[config.mk]
export PLATFORM = sky130hd
export DESIGN_NAME = div_unit
export DESIGN_NICKNAME = d
export VERILOG_FILES = /design/src/rtl/mips_defines.sv /design/src/rtl/div_unit.sv
export SDC_FILE = /design/constraint.sdc
export NUM_CORES = 1
export LEC_CHECK = 0
export CORE_MARGIN = 3
export CORE_UTILIZATION = 60
export CTS_CLUSTER_SIZE = 14
export DETAILED_ROUTE_END_ITERATION = 10
export DONT_BUFFER_PORTS = 1
export PLACE_DENSITY = 0.75
export SLEW_MARGIN = 20
export SYNTH_ARGS = -nofsm -noshare
export SYNTH_HDL_FRONTEND = slang
export SYNTH_SLANG_ARGS = --single-unit
[constraint.sdc]
create_clock -name clk -period 8.35 [get_ports clk]
set_input_delay 0.4175 -clock clk [delete_from_list [all_inputs] [get_ports clk]]
set_output_delay 0.4175 -clock clk [all_outputs]
set_load 0.01 [all_outputs]
[src/rtl/mips_defines.sv]
// Shared MIPS core definitions: divider state encodings and default iteration count.
package mips_defines;

  localparam int DIV_CYCLES = 32;

  typedef enum logic [1:0] {
    DIV_FREE    = 2'b00,
    DIV_BY_ZERO = 2'b01,
    DIV_ON      = 2'b10,
    DIV_END     = 2'b11
  } div_state_t;

endpackage

[src/rtl/div_unit.sv]
// E-stage iterative restoring divider for DIV/DIVU: one quotient bit per cycle,
// result {remainder, quotient} feeds HI/LO, stall_o feeds the hazard unit.
module div_unit #(
  parameter int DIV_CYCLES = mips_defines::DIV_CYCLES
) (
  input  logic        clk,
  input  logic        resetn,
  input  logic        start_i,
  input  logic        signed_i,
  input  logic [31:0] opdata1_i,
  input  logic [31:0] opdata2_i,
  input  logic        annul_i,
  input  logic        stall_ext_i,
  output logic [63:0] result_o,
  output logic        ready_o,
  output logic        stall_o,
  output logic [1:0]  state_dbg_o
);
  import mips_defines::*;

  localparam logic [5:0] LAST_COUNT = 6'(DIV_CYCLES - 1);

  div_state_t  state, state_nxt;
  logic [5:0]  count;
  logic [31:0] rem;
  logic [31:0] dq;
  logic [31:0] divisor;
  logic        sgn, dividend_neg, divisor_neg;

  logic [32:0] shifted, trial;
  logic        fits, last;
  logic [31:0] rem_step, dq_step;
  logic [31:0] abs_a, abs_b;
  logic [31:0] quo_fix, rem_fix;

  // Handshake: start_i is a level held by the pipeline while E is stalled;
  // ready_o marks result_o valid and stays up while stall_ext_i holds END.

  // One restoring step: dq shifts dividend bits out and quotient bits in.
  always_comb begin
    shifted  = {rem, dq[31]};
    trial    = shifted - {1'b0, divisor};
    fits     = ~trial[32];
    rem_step = fits ? trial[31:0] : shifted[31:0];
    dq_step  = {dq[30:0], fits};
    last     = (count == LAST_COUNT);
    abs_a    = (signed_i & opdata1_i[31]) ? (~opdata1_i + 32'd1) : opdata1_i;
    abs_b    = (signed_i & opdata2_i[31]) ? (~opdata2_i + 32'd1) : opdata2_i;
    quo_fix  = (sgn & (dividend_neg ^ divisor_neg)) ? (~dq_step + 32'd1) : dq_step;
    rem_fix  = (sgn & dividend_neg) ? (~rem_step + 32'd1) : rem_step;
  end

  always_ff @(posedge clk or negedge resetn) begin
    if (!resetn) state <= DIV_FREE;
    else         state <= state_nxt;
  end

  always_comb begin
    state_nxt = state;
    if (annul_i) begin
      state_nxt = DIV_FREE;
    end else begin
      case (state)
        DIV_FREE:    if (start_i) state_nxt = (opdata2_i == 32'd0) ? DIV_BY_ZERO : DIV_ON;
        DIV_BY_ZERO: state_nxt = DIV_END;
        DIV_ON:      if (last) state_nxt = DIV_END;
        DIV_END:     if (!stall_ext_i) state_nxt = DIV_FREE;
        default:     state_nxt = DIV_FREE;
      endcase
    end
  end

  always_comb begin
    ready_o     = (state == DIV_END);
    stall_o     = start_i & ~annul_i & (state != DIV_END);
    state_dbg_o = state;
  end

  // Operands are stored as magnitudes; the signs are kept for the fix-up.
  always_ff @(posedge clk or negedge resetn) begin
    if (!resetn) begin
      count        <= '0;
      rem          <= '0;
      dq           <= '0;
      divisor      <= '0;
      sgn          <= 1'b0;
      dividend_neg <= 1'b0;
      divisor_neg  <= 1'b0;
      result_o     <= '0;
    end else if (annul_i) begin
      count    <= '0;
      result_o <= '0;
    end else begin
      case (state)
        DIV_FREE: begin
          if (start_i) begin
            sgn          <= signed_i;
            dividend_neg <= opdata1_i[31];
            divisor_neg  <= opdata2_i[31];
            dq           <= abs_a;
            divisor      <= abs_b;
            rem          <= '0;
            count        <= '0;
            result_o     <= '0;
          end
        end
        DIV_ON: begin
          rem <= rem_step;
          dq  <= dq_step;
          if (last) result_o <= {rem_fix, quo_fix};
          else      count    <= count + 6'd1;
        end
        DIV_BY_ZERO: result_o <= '0;
        default: ;
      endcase
    end
  end

endmodule

==> results.md <==
- Largest net degree at the start of global routing: 172
- Worst EP arrival: approximately 6.0 ns
- Syn Std Cell Area: roughly 12000 µm²
- Initial antenna violation count: 0
- Max Clk Rate: around 180 MHz
- Vias in the first global route: 10010
- CTS buffer count: 17
- Post-route minimum period: between 5 and 6 ns
- Final nets: between 1500 and 2000
- Worst setup SP type: flop
- Placement Rows: just over 50
- Via density: 6.340
- WS Path Type: flop to flop
- Final WL: between 30 and 40 mm
- CTS H-tree depth: 4
- Tot GR Track Use: approximately 30%
- Final setup violation count: 0
- Non-filler cells, final: between 1500 and 2000
- Worst clock skew: 0.01164 ns
- Post-synth EDFFs: 0
- Core Area: 19650 µm²
- Die Area: around 22000 µm²
- RSZ-0062 raised after global routing: false
- Syn nets: 1638
- Ports: about 140
- Syn_area_per_cell: around 8.0 µm²
- Relative slew slack: between 30% and 40%
- Worst slew pin tran: 1.040 ns
- Fin crit share: between 60% and 70%
- Longest Clk Path Bufs: 2
- Maximum fanout along the worst path: 8
- Failing checks: hold timing
- Synth top area cells: dfrtp_1, o21ai_0, nand2_1
- Hold Fails Final Rpt: 13
- Total number of yosys warnings: 0
- Violation count after the first detailed-route iteration: between 1000 and 1500
- Initial Util: about three fifths
- Crit path capture type: flop
- Worst min path class: input port to async pin
- Root buf cell: clkbuf_16
- Diode count: 0
- I/O Buffers: 0
- ANT nets after route: 0
- Synth unique cells: 75
- Fraction of layout cells with a size suffix above 1: 4.906%
- Crit path largest cell delay: 0.46 ns
- Placer Congestion: 0.9477
- Post-DP HPWL: approximately 24 mm
- First-pass DRT Iterations: 5
- Die X-Extent: approximately 150 µm
- Register area share after synthesis: a little over a third
- Outcome: complete, but fails checks
- CP max-delay cell: nor3_2
- Flops & latches, synth: 171
- DRC Markers: 0
- Clock transition at the registers of the reported paths: 0.08 ns
- Top FF cell, synth: dfrtp_1
- DIE HEIGHT: around 150 µm
- First-pass GRT wire length: approximately 53 mm
- Per-cell routed wire length: approximately 19 µm
- Filler Cells Inserted: about 1800
- Area delta synth->final: 6.220%
- Synth Instances: around 1500
- Worst-path cell chain: inv_1, ha_1, inv_1, fa_1, a211oi_1, o211a_1, nor3_2, o21a_1, nor3_2, nor2_4, inv_2, nor2_1, a21oi_1, ha_1, o2111a_1, and4bb_1, or4b_1, mux2_2, or3b_4, o31ai_2, xor2_1, o21ai_1
- Final Max Tran Viols: 0
- Clock sink count: about 170
- Worst skew pair latency: between 0.4 and 0.5 ns
- Overflow after GRT: 0
- Req. time, crit path: roughly 8.6 ns
- CTS tree: yes
- Synth area leader: dfrtp_1
- Placed insts: 1720
- Setup_tns: 0 ns
- Async S/R FF share, synth: 100.0%
- MaxCap Viol Count: 0
- Top cell type's share of synthesized area: 35.22%
- Fin Hold WS: -0.05588 ns
- DR vias: between 10000 and 15000
==> metal layers <==
layer | GRT usage [%] | share of wire [%] | up-vias
met5 | 0 | 0 | -
met4 | 8.037 | 2.1 | 0
met3 | 7.130 | 8.7 | 54
met2 | 44.01 | 43 | 454
met1 | 44.82 | 46 | 5313
li1 | - | - | 5293
==> logic make-up (layout without fill, tap and decap cells) <==
family | after synthesis | count (layout) | synth area share (%)
simple gates | 533 | 533 | 20.39
compound gates | 480 | 480 | 23.34
flops | 171 | 171 | 35.22
xor+xnor | 135 | 135 | 9.731
buf+inv | 133 | 95 | 4.242
fa+ha+maj | 42 | 42 | 4.387
mux | 32 | 32 | 2.688
==> cell type report <==
cell class / instances / area, µm² / share of cell area [%]
clock buffers: 17 / 425.4 / 3.296
multi-input cells: 1222 / 7383 / 57.21
flip-flops and latches: 171 / 4279 / 33.16
well taps: 265 / 331.6 / 2.569
clock inverters: 15 / 200.2 / 1.551
repair buffers: 8 / 80.08 / 0.6205
inverters: 55 / 206.4 / 1.600
==> cells in the mapped netlist (6+ instances only) <==
master / count
nor3b_1: 6
or3_1: 24
a31oi_1: 13
a21oi_1: 118
or2_2: 6
xnor2_1: 65
nor3_1: 35
nand2b_1: 9
a211oi_1: 7
nand2_1: 231
and2_1: 16
nor2_1: 117
o21ai_0: 212
dfrtp_1: 171
o41ai_1: 10
ha_1: 41
a21o_1: 11
o21ai_1: 15
nor4_1: 21
mux2i_1: 27
xor2_1: 70
or4_1: 13
nor2b_1: 8
nand3_1: 14
o31ai_1: 19
inv_1: 54
o21a_1: 16
clkbuf_1: 64
buf_1: 6
nand4_1: 6
buf_2: 7
and4_1: 6
==> critical path: cells and delay by family (launching register included) <==
kind            cells  cell delay, ns
buf+inv             3            0.26
simple gates        7            1.81
compound gates      7            1.63
flops               1            0.41
fa+ha+maj           3            0.92
mux                 1            0.31
xor+xnor            1            0.16
==> through the flow <==
step	setup slack [ns]	utilization [%]	cell area [µm²]
final	2.668	65.67	12910
after global routing	2.355	65.67	12910
after CTS	2.746	65.65	12900
after detailed placement	2.785	62.33	12250
after global placement	2.960	62.33	12250
after floorplan	2.575	-	12150
==> state kept, by name (all words and copies together), names as in the netlist <==
signal	count
divisor_neg	1
sgn	1
divisor	32
state_dbg_o	2
rem	32
count	6
dividend_neg	1
dq	32
result_o	64
==> cells in the final DEF (no fill, tap or decap), types with 16 or more instances in the layout <==
| master | n |
|---|---|
| a21oi_1 | 117 |
| and2_1 | 16 |
| clkbuf_16 | 17 |
| dfrtp_1 | 171 |
| ha_1 | 40 |
| inv_1 | 54 |
| mux2i_1 | 27 |
| nand2_1 | 230 |
| nor2_1 | 117 |
| nor3_1 | 35 |
| nor4_1 | 21 |
| o21ai_0 | 212 |
| o31ai_1 | 19 |
| or3_1 | 24 |
| xnor2_1 | 65 |
| xor2_1 | 70 |
==> final timing paths <==
path	startpoint	endpoint	slack (ns)	cells after the start
worst max-delay path	dq[31]$_DFFE_PN0P_	result_o[62]$_DFFE_PN0P_	2.67	22
worst min-delay path	resetn	result_o[16]$_DFFE_PN0P_	-0.06	1
worst max register to register	dq[31]$_DFFE_PN0P_	result_o[62]$_DFFE_PN0P_	2.67	22
worst min register to register	divisor[29]$_DFFE_PN0P_	divisor[29]$_DFFE_PN0P_	0.48	2
max in group asynchronous	resetn	divisor[22]$_DFFE_PN0P_	7.67	1
min in group clk	annul_i	count[1]$_DFFE_PN0P_	0.04	1
==> timing repair <==
| item | CTS | global route |
|---|---|---|
| hold buffers | 1 | 0 |
| endpoints found under the hold margin | 171 | 0 |
| gates resized for setup | 0 | 0 |
| setup buffers | 0 | 0 |
Power is left out: the tool's default activity adds up to more than one toggle a clock period on the data nets, which glitch-free logic cannot reach.
